$ cat config.mk
export PLATFORM = sky130hd
export DESIGN_NAME = octant_rom_arbiter
export DESIGN_NICKNAME = d
export VERILOG_FILES = /design/src/rtl/octant_rom_arbiter.sv
export SDC_FILE = /design/constraint.sdc
export NUM_CORES = 1
export LEC_CHECK = 0
export BUFFER_PORTS_ARGS = -buffer_cell sky130_fd_sc_hd__buf_2
export CAP_MARGIN = 20
export CELL_PAD_IN_SITES_DETAIL_PLACEMENT = 2
export CELL_PAD_IN_SITES_GLOBAL_PLACEMENT = 2
export CORE_ASPECT_RATIO = 1.75
export CORE_UTILIZATION = 27
export DETAILED_ROUTE_END_ITERATION = 12
export GPL_ROUTABILITY_DRIVEN = 0
export GPL_TIMING_DRIVEN = 0
export PLACE_DENSITY = 0.92
export SKIP_LAST_GASP = 1
export SYNTH_ARGS = -nofsm -noshare
export SYNTH_HDL_FRONTEND = slang
export SYNTH_SLANG_ARGS = --single-unit
$ cat constraint.sdc
create_clock -name clk -period 4.85 [get_ports clk]
set_clock_uncertainty 0.15 [all_clocks]
set_input_delay 0.485 -clock clk [delete_from_list [all_inputs] [get_ports clk]]
set_output_delay 0.485 -clock clk [all_outputs]
set_load 0.03 [all_outputs]
$ cat src/rtl/octant_rom_arbiter.sv
// Round-robin arbiter sharing a dual-read-port octant ROM between NUM_REQ requesters.
// Grants up to two lookups per cycle and returns data or an out-of-range error two cycles later.
module octant_rom_arbiter #(
  parameter int NUM_REQ       = 4,
  parameter int ADDRESS_WIDTH = 32,
  parameter int DATA_WIDTH    = 32,
  parameter int ROM_DEPTH     = 4306
) (
  input  logic                              clk,
  input  logic                              rst_n,
  input  logic [NUM_REQ-1:0]                req_valid,
  input  logic [NUM_REQ*ADDRESS_WIDTH-1:0]  req_addr,
  output logic [NUM_REQ-1:0]                req_ready,
  output logic [NUM_REQ-1:0]                rsp_valid,
  output logic [NUM_REQ*DATA_WIDTH-1:0]     rsp_data,
  output logic [NUM_REQ-1:0]                rsp_err,
  output logic [ADDRESS_WIDTH-1:0]          rom_addr1,
  output logic [ADDRESS_WIDTH-1:0]          rom_addr2,
  output logic                              rom_ren1,
  output logic                              rom_ren2,
  input  logic [DATA_WIDTH-1:0]             rom_dout1,
  input  logic [DATA_WIDTH-1:0]             rom_dout2
);

  localparam int PW = $clog2(NUM_REQ);
  localparam logic [PW:0] NUM_REQ_W = (PW+1)'(NUM_REQ);
  localparam logic [ADDRESS_WIDTH-1:0] DEPTH_W = ADDRESS_WIDTH'(ROM_DEPTH);

  logic [NUM_REQ-1:0]       busy_q, busy_d;
  logic [PW-1:0]            rr_ptr_q, rr_ptr_d;
  logic                     s1_valid1_q, s1_valid1_d, s1_valid2_q, s1_valid2_d;
  logic [PW-1:0]            s1_id1_q, s1_id1_d, s1_id2_q, s1_id2_d;
  logic                     s1_err1_q, s1_err1_d, s1_err2_q, s1_err2_d;
  logic [NUM_REQ-1:0]       rsp_valid_q, rsp_valid_d;
  logic [NUM_REQ-1:0]       rsp_err_q, rsp_err_d;
  logic [DATA_WIDTH-1:0]    rsp_data_q [NUM_REQ];
  logic [DATA_WIDTH-1:0]    rsp_data_d [NUM_REQ];

  logic [ADDRESS_WIDTH-1:0] addr_arr [NUM_REQ];
  logic [NUM_REQ-1:0]       eligible, grant;
  logic                     slot1_found, slot2_found, slot1_ok, slot2_ok;
  logic [PW-1:0]            slot1_id, slot2_id, last_id;
  logic [ADDRESS_WIDTH-1:0] slot1_addr, slot2_addr;
  logic [PW:0]              scan_idx, next_ptr;

  always_comb begin
    for (int i = 0; i < NUM_REQ; i++) begin
      addr_arr[i] = req_addr[i*ADDRESS_WIDTH +: ADDRESS_WIDTH];
    end
  end

  assign eligible = req_valid & ~busy_q;

  // Walk the eligible set starting at rr_ptr; the first two hits become slots 1 and 2.
  always_comb begin
    slot1_found = 1'b0;
    slot2_found = 1'b0;
    slot1_id    = '0;
    slot2_id    = '0;
    scan_idx    = '0;
    for (int k = 0; k < NUM_REQ; k++) begin
      scan_idx = {1'b0, rr_ptr_q} + (PW+1)'(k);
      if (scan_idx >= NUM_REQ_W) scan_idx = scan_idx - NUM_REQ_W;
      if (eligible[scan_idx[PW-1:0]]) begin
        if (!slot1_found) begin
          slot1_found = 1'b1;
          slot1_id    = scan_idx[PW-1:0];
        end else if (!slot2_found) begin
          slot2_found = 1'b1;
          slot2_id    = scan_idx[PW-1:0];
        end
      end
    end
  end

  always_comb begin
    grant = '0;
    for (int i = 0; i < NUM_REQ; i++) begin
      grant[i] = (slot1_found && slot1_id == PW'(i)) || (slot2_found && slot2_id == PW'(i));
    end
  end

  assign slot1_addr = addr_arr[slot1_id];
  assign slot2_addr = addr_arr[slot2_id];
  assign slot1_ok   = slot1_addr < DEPTH_W;
  assign slot2_ok   = slot2_addr < DEPTH_W;

  // Out-of-range grants still own their slot but never reach the ROM.
  assign req_ready = rst_n ? grant : '0;
  assign rom_ren1  = rst_n & slot1_found & slot1_ok;
  assign rom_ren2  = rst_n & slot2_found & slot2_ok;
  assign rom_addr1 = rom_ren1 ? slot1_addr : '0;
  assign rom_addr2 = rom_ren2 ? slot2_addr : '0;

  always_comb begin
    last_id  = slot2_found ? slot2_id : slot1_id;
    next_ptr = {1'b0, last_id} + (PW+1)'(1);
    if (next_ptr >= NUM_REQ_W) next_ptr = '0;
    rr_ptr_d = slot1_found ? next_ptr[PW-1:0] : rr_ptr_q;
    busy_d   = (busy_q & ~rsp_valid_q) | grant;
    s1_valid1_d = slot1_found;
    s1_id1_d    = slot1_id;
    s1_err1_d   = ~slot1_ok;
    s1_valid2_d = slot2_found;
    s1_id2_d    = slot2_id;
    s1_err2_d   = ~slot2_ok;
  end

  // Each slot reads only its own ROM port; the other port's dout is ignored.
  always_comb begin
    rsp_valid_d = '0;
    rsp_err_d   = rsp_err_q;
    for (int i = 0; i < NUM_REQ; i++) rsp_data_d[i] = rsp_data_q[i];
    if (s1_valid1_q) begin
      rsp_valid_d[s1_id1_q] = 1'b1;
      rsp_err_d[s1_id1_q]   = s1_err1_q;
      rsp_data_d[s1_id1_q]  = s1_err1_q ? '0 : rom_dout1;
    end
    if (s1_valid2_q) begin
      rsp_valid_d[s1_id2_q] = 1'b1;
      rsp_err_d[s1_id2_q]   = s1_err2_q;
      rsp_data_d[s1_id2_q]  = s1_err2_q ? '0 : rom_dout2;
    end
  end

  always_ff @(posedge clk or negedge rst_n) begin
    if (!rst_n) begin
      busy_q      <= '0;
      rr_ptr_q    <= '0;
      s1_valid1_q <= 1'b0;
      s1_id1_q    <= '0;
      s1_err1_q   <= 1'b0;
      s1_valid2_q <= 1'b0;
      s1_id2_q    <= '0;
      s1_err2_q   <= 1'b0;
      rsp_valid_q <= '0;
      rsp_err_q   <= '0;
      for (int i = 0; i < NUM_REQ; i++) rsp_data_q[i] <= '0;
    end else begin
      busy_q      <= busy_d;
      rr_ptr_q    <= rr_ptr_d;
      s1_valid1_q <= s1_valid1_d;
      s1_id1_q    <= s1_id1_d;
      s1_err1_q   <= s1_err1_d;
      s1_valid2_q <= s1_valid2_d;
      s1_id2_q    <= s1_id2_d;
      s1_err2_q   <= s1_err2_d;
      rsp_valid_q <= rsp_valid_d;
      rsp_err_q   <= rsp_err_d;
      for (int i = 0; i < NUM_REQ; i++) rsp_data_q[i] <= rsp_data_d[i];
    end
  end

  always_comb begin
    for (int i = 0; i < NUM_REQ; i++) begin
      rsp_data[i*DATA_WIDTH +: DATA_WIDTH] = rsp_data_q[i];
    end
  end

  assign rsp_valid = rsp_valid_q;
  assign rsp_err   = rsp_err_q;

endmodule
==> run metrics <==
layout cells sized above 1 31.74%; CP Capture Type output port; Synth top cells by count nor2_1 (241), a21oi_1 (235), dfrtp_1 (150); via total after detailed routing 10760; GR Util met3 4.643%; Die Wd 143.4 microns; Leakage 6.164 nW; WL final 50430 microns; R2R Setup Slk 1.33 ns; EDFF count, synth 0; first-pass GRT wire length 74420 microns; DP Area 12030 sq um; crit path launch type flip-flop; Area contributors post-synth dfrtp_1 (40%), a21oi_1 (12%), nor2_1 (9.6%); yosys warns 0; crit share post-route 96.95%; final hold violations 0; Hold Startpoint rom_dout2[26]; Die Y-Extent 249.5 microns; Reg area 3754 sq um; Hold Path Class input port to flip-flop; Root Buffer clkbuf_16; RSZ-0062 raised after global routing true; GRT Util Overall 28.26%; Required @ worst endpoint 4.22 ns; most frequent cell after synthesis nor2_1; initial antenna violation count 2; Unique masters post-synth 63; Slew Limit Fails 0; CTS buffer count 17; Design Power 6.664 mW; Via density 5.239; Final setup viols 0; WP data arrival 4.07 ns; Crit Reg-Reg Endpoint busy_q[3]; PwrDens 522.8 nW/um^2; Primary FF master, synth dfrtp_1; largest net degree at the start of global routing 112; Final HPWL DP 38780 microns; drt wl/cell 24.55 microns; CTS tree built; Worst slew margin 41.01%; Initial Utilization 27.42%; # Max-Cap Violations 0; nets 1785; Max Fclk 212.7 MHz; critical path type flip-flop to output port; TritonRoute pass-1 iters 4; Cells after Synth 1159; count of input and output buffers 365; vias in the first global route 12360; area share of the largest cell type after synthesis 39.73%; # IOs 404; maximum VDD drop 264.9 uV; cell count after placement 2022; syn_area_per_cell 8.152 sq um; Seq/Total Area, Yosys 39.73%; # fillers 4045; DRT antenna net count 0; GR Util met2 54.09%; worst-skew pair later-pin latency 0.44 ns; Setup crit start rr_ptr_q[1]; ys async rst share 100.0%; area delta synth->final 34.92%; fin crit period 4.702 ns; CP max FO 10; non-filler cells in the finished layout 2054; H-tree depth 4; die footprint 35770 sq um; GR peak layer met2; Core Util, Final 36.99%; row cnt 90; status completed; DR iter-0 viols 371; reg2reg path depth 14; synthesized cell area 9448 sq um; Worst setup endpoint rom_addr2[5]; Reg2Reg Launch Point rr_ptr_q[1]; DRC 0; multi-input logic area 5122 sq um; Core Footprint 34460 sq um; Clock Pin Slew Worst Setup and Hold Paths 0.06 ns; top cell type by total area after synthesis dfrtp_1; gr ovfl total 0; diode count 0; buffer depth of the longest clock path 2; number of synthesized register bits 150; Worst-Margin Slew 0.8808 ns; Num Clock Sinks 150; GR Layer Usage met1 27.92%; final instance area 12750 sq um
[layer usage]
metal  part of all wire (%)  vias to the layer above  wire length (microns)
li1                       -                     4786                      -
met1                     35                     5453                  17820
met2                     55                      395                  27940
met3                    3.9                      122                   1988
met4                    5.3                        4                   2658
met5                  0.038                        -                     19
[placed cells by master (no fill, tap or decap), drive strengths merged, types with 5 or more instances in the layout]
cell and instances:
buf 435, nor2 242, a21oi 238, dfrtp 150, clkbuf 82, nor2b 57
nand2 50, o21ai 49, mux2i 49, a211oi 41, nand2b 38, conb 38
nor4 13, inv 11, nand4 7, nor3 7, or4 7, nand3 7
nor3b 7, o211ai 5
[area by class of cell]
| cell class | instances | share of cell area (%) |
|---|---|---|
| Multi-Input combinational cell | 907 | 40.18 |
| Sequential cell | 150 | 29.45 |
| Timing Repair Buffer | 370 | 15.27 |
| Buffer | 129 | 5.605 |
| Tap cell | 460 | 4.515 |
| Clock buffer | 19 | 3.475 |
| Clock inverter | 9 | 1.207 |
| Inverter | 10 | 0.2945 |
[sequential cells by signal, indices dropped and copies added (netlist names)]
register,cells
busy_q,4
rr_ptr_q,2
rsp_data,128
rsp_err,4
rsp_valid,4
s1_err1_q,1
s1_err2_q,1
s1_id1_q,2
s1_id2_q,2
s1_valid1_q,1
s1_valid2_q,1
[critical path, stage by stage, from the launching register on]
cell       delay, ns
dfrtp_1         0.35
buf_2           0.17
clkbuf_4        0.20
clkbuf_4        0.21
o21ai_0         0.17
a21oi_1         0.12
ha_1            0.22
o2111a_1        0.15
a211oi_4        0.22
mux4_2          0.58
a211oi_4        0.35
nand3_4         0.24
clkbuf_16       0.27
nor3b_2         0.17
buf_4           0.19
[report_power, final]
part / internal, mW / switching [mW]
combinational: 0.974 / 2.34
sequential: 1.61 / 0.328
clock: 0.862 / 0.550
[how the worst min path moves through the flow]
stage / end / depth (start not counted)
after floorplan: busy_q[0] / 0
after global placement: busy_q[0] / 1
after detailed placement: rsp_data[7] / 1
after CTS: rsp_data[90] / 4
after global routing: rsp_data[58] / 4
final: rsp_data[90] / 4
[cell families (layout without fill, tap and decap cells)]
group | count (synthesis) | after routing | share of synthesized area (%)
fa+ha+maj | 3 | 3 | 0.3840
buf+inv | 139 | 537 | 7.787
mux | 55 | 55 | 6.224
compound gates | 363 | 363 | 22.96
other cells | 1 | 38 | 0.03969
xor+xnor | 3 | 3 | 0.2782
flops | 150 | 150 | 39.73
simple gates | 445 | 445 | 22.59
[stage by stage]
step	setup WS (ns)	setup TNS [ns]	hold WS (ns)
finish	0.1480	0	0.3109
global route	-0.01625	-0.03701	0.3310
CTS	0.04093	0	0.2937
detailed placement	0.2969	0	0.2673
global placement	-0.3698	-7.611	0.3445
floorplan	0.8348	0	0.03941
[repair_timing]
action                                  4_1_cts  5_1_grt
resized for setup                             0       32
gates cloned                                  0        1
hold buffers                                  1        0
endpoints found under the setup margin       14       16
endpoints found under the hold margin        45        0
buffers inserted                              1        1
pin swaps                                     1        2
(Power assumes the default switching activity.)
